[src/rtl/arb_pkg.sv]
// Shared types and constants for the data memory arbiter.
// Port indices, lock FSM states and the read-return tag format.
package arb_pkg;
    localparam int PORT_CPU   = 0;
    localparam int PORT_EXT   = 1;
    localparam int MAX_RD_LAT = 4;

    typedef enum logic [1:0] {ARB_FREE, ARB_LOCK0, ARB_LOCK1} lock_state_e;

    typedef struct packed {
        logic valid;
        logic port;
    } rd_tag_t;
endpackage

[src/rtl/data_mem_arbiter_if.sv]
// Requester and memory-side signals of the data memory arbiter.
// slave = arbiter view, master = requester/memory environment view.
interface data_mem_arbiter_if #(
    parameter int ADDR_W = 32,
    parameter int DATA_W = 32
);
    logic [1:0]          req_i;
    logic [1:0]          we_i;
    logic [2*ADDR_W-1:0] addr_i;
    logic [2*DATA_W-1:0] wdata_i;
    logic [1:0]          lock_i;
    logic [1:0]          gnt_o;
    logic                cpu_stall_o;
    logic [1:0]          rvalid_o;
    logic [DATA_W-1:0]   rdata_o;
    logic                mem_read;
    logic                mem_write;
    logic [ADDR_W-1:0]   mem_address;
    logic [DATA_W-1:0]   mem_data_in;
    logic [DATA_W-1:0]   mem_data_out;

    modport slave (
        input  req_i, we_i, addr_i, wdata_i, lock_i, mem_data_out,
        output gnt_o, cpu_stall_o, rvalid_o, rdata_o,
               mem_read, mem_write, mem_address, mem_data_in
    );

    modport master (
        output req_i, we_i, addr_i, wdata_i, lock_i, mem_data_out,
        input  gnt_o, cpu_stall_o, rvalid_o, rdata_o,
               mem_read, mem_write, mem_address, mem_data_in
    );
endinterface

[src/rtl/arb_rd_tag_pipe.sv]
// Read-return tag shift register: a tag pushed at grant emerges
// exactly MEM_RD_LAT cycles later, in alongside mem_data_out.
module arb_rd_tag_pipe
    import arb_pkg::*;
#(
    parameter int MEM_RD_LAT = 1
) (
    input  logic    clk,
    input  logic    reset,
    input  rd_tag_t push_i,
    output rd_tag_t tag_o
);
    rd_tag_t [MEM_RD_LAT-1:0] tag_q, tag_d;

    always_comb begin
        tag_d    = tag_q;
        tag_d[0] = push_i;
        for (int i = 1; i < MEM_RD_LAT; i++) tag_d[i] = tag_q[i-1];
    end

    always_ff @(posedge clk) begin
        if (reset) tag_q <= '0;
        else       tag_q <= tag_d;
    end

    assign tag_o = tag_q[MEM_RD_LAT-1];
endmodule

[src/rtl/data_mem_arbiter.sv]
// Two-port data memory arbiter: CPU priority, starvation override for port 1,
// in-order read return. Optional ownership lock FSM under ARB_LOCK_EN.
module data_mem_arbiter
    import arb_pkg::*;
#(
    parameter int ADDR_W     = 32,
    parameter int DATA_W     = 32,
    parameter int MEM_RD_LAT = 1,
    parameter int MAX_WAIT   = 8
) (
    input logic               clk,
    input logic               reset,
    data_mem_arbiter_if.slave bus
);
    logic [7:0] wait_cnt_q, wait_cnt_d;
    logic [1:0] gnt;
    logic [1:0] lock_only;   // non-zero: only this port may be granted
    logic       win;
    logic [1:0] rv;
    rd_tag_t    push, tag;

`ifdef ARB_LOCK_EN
    lock_state_e state_q, state_d;

    always_ff @(posedge clk) begin
        if (reset) state_q <= ARB_FREE;
        else       state_q <= state_d;
    end

    // A lock holds only while its owner keeps lock_i high; the release cycle arbitrates normally.
    always_comb begin
        lock_only = 2'b00;
        case (state_q)
            ARB_LOCK0: if (bus.lock_i[PORT_CPU]) lock_only = 2'b01;
            ARB_LOCK1: if (bus.lock_i[PORT_EXT]) lock_only = 2'b10;
            default:   lock_only = 2'b00;
        endcase
    end

    always_comb begin
        state_d = state_q;
        if (lock_only == 2'b00) begin
            state_d = ARB_FREE;
            if (gnt[PORT_CPU] && bus.lock_i[PORT_CPU])      state_d = ARB_LOCK0;
            else if (gnt[PORT_EXT] && bus.lock_i[PORT_EXT]) state_d = ARB_LOCK1;
        end
    end
`else
    assign lock_only = 2'b00;
`endif

    always_comb begin
        gnt = 2'b00;
        if (!reset) begin
            if (lock_only != 2'b00)     gnt = lock_only & bus.req_i;
            else if (bus.req_i == 2'b11) gnt = (wait_cnt_q == 8'(MAX_WAIT)) ? 2'b10 : 2'b01;
            else                         gnt = bus.req_i;
        end
    end

    always_comb begin
        wait_cnt_d = 8'd0;
        if (bus.req_i[PORT_EXT] && !gnt[PORT_EXT])
            wait_cnt_d = (wait_cnt_q == 8'(MAX_WAIT)) ? wait_cnt_q : wait_cnt_q + 8'd1;
    end

    always_ff @(posedge clk) begin
        if (reset) wait_cnt_q <= 8'd0;
        else       wait_cnt_q <= wait_cnt_d;
    end

    assign win             = gnt[PORT_EXT];
    assign bus.gnt_o       = gnt;
    assign bus.cpu_stall_o = bus.req_i[PORT_CPU] & ~gnt[PORT_CPU] & ~reset;
    assign bus.mem_read    = (|gnt) & ~bus.we_i[win];
    assign bus.mem_write   = (|gnt) & bus.we_i[win];
    assign bus.mem_address = !(|gnt) ? '0 :
                             win ? bus.addr_i[PORT_EXT*ADDR_W +: ADDR_W]
                                 : bus.addr_i[PORT_CPU*ADDR_W +: ADDR_W];
    assign bus.mem_data_in = !(|gnt) ? '0 :
                             win ? bus.wdata_i[PORT_EXT*DATA_W +: DATA_W]
                                 : bus.wdata_i[PORT_CPU*DATA_W +: DATA_W];

    assign push = '{valid: bus.mem_read, port: win};

    arb_rd_tag_pipe #(.MEM_RD_LAT(MEM_RD_LAT)) u_tag_pipe (
        .clk    (clk),
        .reset  (reset),
        .push_i (push),
        .tag_o  (tag)
    );

    // Gate with reset so nothing surfaces during the cycle the pipe is being cleared.
    assign rv           = (tag.valid && !reset) ? (tag.port ? 2'b10 : 2'b01) : 2'b00;
    assign bus.rvalid_o = rv;
    assign bus.rdata_o  = (|rv) ? bus.mem_data_out : '0;
endmodule

[src/flat_wrapper.sv]
// flat-port wrapper written by rule: the top's interface ports become plain ports
module data_mem_arbiter_flat import arb_pkg::*;
#(
    parameter int ADDR_W     = 32,
    parameter int DATA_W     = 32,
    parameter int MEM_RD_LAT = 1,
    parameter int MAX_WAIT   = 8
)
  (clk, reset, bus_req_i, bus_we_i, bus_addr_i, bus_wdata_i, bus_lock_i, bus_mem_data_out, bus_gnt_o, bus_cpu_stall_o, bus_rvalid_o, bus_rdata_o, bus_mem_read, bus_mem_write, bus_mem_address, bus_mem_data_in);
  data_mem_arbiter_if #(.ADDR_W(ADDR_W), .DATA_W(DATA_W)) bus_i ();
  input logic clk;
  input logic reset;
  input wire logic [$bits(bus_i.req_i)-1:0] bus_req_i;
  input wire logic [$bits(bus_i.we_i)-1:0] bus_we_i;
  input wire logic [$bits(bus_i.addr_i)-1:0] bus_addr_i;
  input wire logic [$bits(bus_i.wdata_i)-1:0] bus_wdata_i;
  input wire logic [$bits(bus_i.lock_i)-1:0] bus_lock_i;
  input wire logic [$bits(bus_i.mem_data_out)-1:0] bus_mem_data_out;
  output wire logic [$bits(bus_i.gnt_o)-1:0] bus_gnt_o;
  output wire logic [$bits(bus_i.cpu_stall_o)-1:0] bus_cpu_stall_o;
  output wire logic [$bits(bus_i.rvalid_o)-1:0] bus_rvalid_o;
  output wire logic [$bits(bus_i.rdata_o)-1:0] bus_rdata_o;
  output wire logic [$bits(bus_i.mem_read)-1:0] bus_mem_read;
  output wire logic [$bits(bus_i.mem_write)-1:0] bus_mem_write;
  output wire logic [$bits(bus_i.mem_address)-1:0] bus_mem_address;
  output wire logic [$bits(bus_i.mem_data_in)-1:0] bus_mem_data_in;
  assign bus_i.req_i = bus_req_i;
  assign bus_i.we_i = bus_we_i;
  assign bus_i.addr_i = bus_addr_i;
  assign bus_i.wdata_i = bus_wdata_i;
  assign bus_i.lock_i = bus_lock_i;
  assign bus_i.mem_data_out = bus_mem_data_out;
  assign bus_gnt_o = bus_i.gnt_o;
  assign bus_cpu_stall_o = bus_i.cpu_stall_o;
  assign bus_rvalid_o = bus_i.rvalid_o;
  assign bus_rdata_o = bus_i.rdata_o;
  assign bus_mem_read = bus_i.mem_read;
  assign bus_mem_write = bus_i.mem_write;
  assign bus_mem_address = bus_i.mem_address;
  assign bus_mem_data_in = bus_i.mem_data_in;
  data_mem_arbiter #(.ADDR_W(ADDR_W), .DATA_W(DATA_W), .MEM_RD_LAT(MEM_RD_LAT), .MAX_WAIT(MAX_WAIT)) u_core (.clk(clk), .reset(reset), .bus(bus_i));
endmodule
[config.mk]
export PLATFORM = sky130hd
export DESIGN_NAME = data_mem_arbiter_flat
export DESIGN_NICKNAME = d
export VERILOG_FILES = /design/src/rtl/arb_pkg.sv /design/src/rtl/data_mem_arbiter_if.sv /design/src/rtl/arb_rd_tag_pipe.sv /design/src/rtl/data_mem_arbiter.sv /design/src/flat_wrapper.sv
export SDC_FILE = /design/constraint.sdc
export NUM_CORES = 1
export LEC_CHECK = 0
export BUFFER_PORTS_ARGS = -buffer_cell sky130_fd_sc_hd__buf_4
export CORE_AREA = 2 2 107 109
export DETAILED_ROUTE_END_ITERATION = 10
export DIE_AREA = 0 0 109 111
export PLACE_DENSITY = 0.64
export SYNTH_ARGS = -nofsm -noshare
export SYNTH_HDL_FRONTEND = slang
export SYNTH_SLANG_ARGS = --single-unit
export TNS_END_PERCENT = 10
[constraint.sdc]
create_clock -name clk -period 1.7 [get_ports clk]
set_input_delay 0.255 -clock clk [delete_from_list [all_inputs] [get_ports clk]]
set_output_delay 0.255 -clock clk [all_outputs]
set_load 0.005 [all_outputs]
==> reports/qor.csv <==
stage;metric;value;unit
min_path;min_from;bus_req_i[0];
synthesis;synth_compound_area_share;44.3;%
status;violations;negative setup slack;
synthesis;synthAdderAreaFrac;0.878;%
die;start_util;25.7;%
synthesis;syn_avg_cell_area;6.85;µm²
detailed_routing;via_per_inst;5.76;
synthesis;ys_top_cells_by_area;a22oi_1 (17%), o221ai_1 (15%), nand4_1 (14%);
placement;io_buffers;268;
detailed_routing;final_antenna_net_count;0;
synthesis;synthSimpleGateAreaFrac;36.2;%
synthesis;synth_cells;416;
global_route;grt_pass1_wl;21700;µm
clock_network;cts_htree_levels;1;
global_route;antenna_found_initial;0;
synthesis;yosys.area_share.xor_xnor;0.921;%
die;fp.coreArea;11100;µm²
critical_path;cp.arrival;1.78;ns
synthesis;yosys.cell_types.count;30;
power;power;1.87;mW
detailed_routing;dr_total_vias;4669;
power;power_per_cell_area;327;nW/µm²
synthesis;ys_top_cells_by_count;nand2_1 (69), a22oi_1 (66), nand4_1 (66);
detailed_routing;first_iter_violations;394;
clock_network;postCtsHoldBufs;0;
synthesis;synth.area.mux_share;0;%
synthesis;syn_nets;586;
critical_path;crit_slowest_cell;dfxtp_2;
timing;fin_crit_sh;120;%
synthesis;synth-seq-cells;10;
critical_path;path_delay_family;buffers and inverters;
critical_path;crit_buf_inv;5;
critical_path;crit_start;u_core.wait_cnt_q[1];
clock_network;cts_tree;done;
final_layout;drive_above_1_share;54.7;%
critical_path;crit_path_end_kind;output port;
timing;worstMarginPinSlew;0.393;ns
synthesis;seq_area_frac_synth;7.02;%
die;io-pin-count;271;
power;p_leak;2.40;nW
global_route;grt_pass1_vias;4366;
global_route;grt.total_usage;21.6;%
synthesis;synth_top_family_by_area;compound AO/OA/AOI/OAI gates;
clock_network;cts_num_sinks;10;
timing;fin_crit;2.04;ns
clock_network;root_buffer;clkbuf_16;
placement;dpl_cell_area;5230;µm²
synthesis;synth_area;2850;µm²
synthesis;synth_top_area_share;17.4;%
die;dieArea;12100;µm²
critical_path;crit_path_start_kind;flop;
detailed_routing;drc;0;
critical_path;crit_fanout;7;
critical_path;cp_slowest_stage_delay;0.32;ns
timing;rsz0062_at_grt;true;
final_layout;num_antenna_cells;0;
final_layout;layout.nets;838;
timing;slew_headroom;73.8;%
timing;fmax;491;MHz
detailed_routing;routed_wl;14500;µm
clock_network;clock_latency;0.24;ns
die;rows;39;
timing;fin_skew;0.00145;ns
global_route;grt_overflow;0;
job;drv_cap;0;
synthesis;yosysTopAreaCell;a22oi_1;
placement;pre_cts_ws;-0.208;ns
placement;routabilityCongestion;0.803;
final_layout;fill_cells;1032;
detailed_routing;wl_per_cell;17.9;µm
timing;slew_violations;0;
status;outcome;finished with violations;
synthesis;synth_ff_type;dfxtp_1;
critical_path;cp.required;1.44;ns
die;die_h;111;µm
placement;dp_hpwl;10200;µm
timing;layout_setup_ws;-0.337;ns
detailed_routing;dr.pass1.iters;6;
power;vdd_drop_max;313;µV
final_layout;design_area;5710;µm²
synthesis;ys_warn_count;0;
clock_network;cts.clk_slew.worst_paths;0.04;ns
min_path;min_path_type;input port to flop;
critical_path;r2r-start;u_core.wait_cnt_q[1];
global_route;grt_max_degree;60;
final_layout;area_delta_synth_final;100;%
synthesis;synth_most_common_cell;nand2_1;
timing;final-hold-violation-count;0;
critical_path;cp_cell_sequence;inv_2 -> ha_4 -> nor4b_4 -> and2_4 -> buf_6 -> buf_12 -> buf_16 -> o221ai_2 -> buf_4;
clock_network;clock_path_buffers;2;
timing;final-setup-viol-count;69;
timing;hold_ws;0.265;ns
synthesis;synth_edf_count;0;
clock_network;numCtsBuffers;3;
die;die_w;109;µm
synthesis;async_reset_ff_share;0;%
critical_path;path_class;flop to output port;
-- per-stage QoR --
stage,util [%],TNS (ns),cells
6_report,51.6,-18.46,810
5_1_grt,51.6,-22.98,810
4_1_cts,50.8,-16.83,810
3_5_place_dp,47.2,-9.10,798
3_3_place_gp,47.2,-6.54,798
2_1_floorplan,-,0,416
-- metal layers --
metal,track usage [%],up-vias,routed length (µm)
li1,-,2179,-
met1,26.7,2216,5500
met2,38.2,250,7380
met3,3.64,24,1300
met4,5.47,0,274
met5,0,-,0
-- state kept, by name, indices dropped and copies added (netlist names) --
name	cells
u_core.wait_cnt_q	8
u_core.u_tag_pipe.tag_o	2
-- placed cells by master, fill, tap and decap left out, drive strengths merged, types with 2 or more instances in the layout --
cell type | synthesis | layout
buf | 27 | 309
nand2 | 69 | 69
o221ai | 67 | 67
a22oi | 66 | 66
nand4 | 66 | 66
and2 | 34 | 34
dfxtp | 10 | 10
nor2 | 6 | 6
nor2b | 6 | 6
inv | 5 | 5
nand3 | 4 | 4
clkbuf | 35 | 4
a21oi | 3 | 3
a21boi | 3 | 3
o21ai | 2 | 2
or3 | 2 | 2
xor2 | 2 | 2
ha | 2 | 2
-- kinds of logic after synthesis --
logic type	after synthesis
compound gates	143
buf+inv	67
xor+xnor	3
simple gates	191
fa+ha+maj	2
flops	10
-- report_power, final --
group / internal (mW) / total, mW / switching, mW / leakage, nW
clock: 0.354 / 0.467 / 0.113 / 0.0442
combinational: 0.669 / 1.16 / 0.491 / 2.28
sequential: 0.240 / 0.242 / 0.00170 / 0.0820
total: 1.26 / 1.87 / 0.605 / 2.40
-- path summary, 6_finish.rpt --
path / end / slack, ns / cells after the start
worst max-delay path: bus_mem_data_in[27] / -0.34 / 9
worst min-delay path: u_core.u_tag_pipe.tag_o[0] / 0.27 / 2
worst max register to register: u_core.wait_cnt_q[3] / 0.16 / 7
worst min register to register: u_core.wait_cnt_q[0] / 0.54 / 2
-- layout make-up --
| class | instances | area (µm²) | share of cell area [%] |
|---|---|---|---|
| multi-input combinational | 339 | 2580 | 45.2 |
| sequential | 10 | 203 | 3.55 |
| clock buffer | 4 | 88.8 | 1.55 |
| timing repair buffer | 309 | 2640 | 46.3 |
| inverter | 5 | 18.8 | 0.329 |
| tap | 143 | 179 | 3.13 |
-- repair_timing --
action	in CTS	in global routing
pin swaps	30	7
setup endpoints to repair	69	69
gates resized for setup	39	14
gates cloned	3	0
buffers inserted	7	0
(Power assumes the default switching activity.)
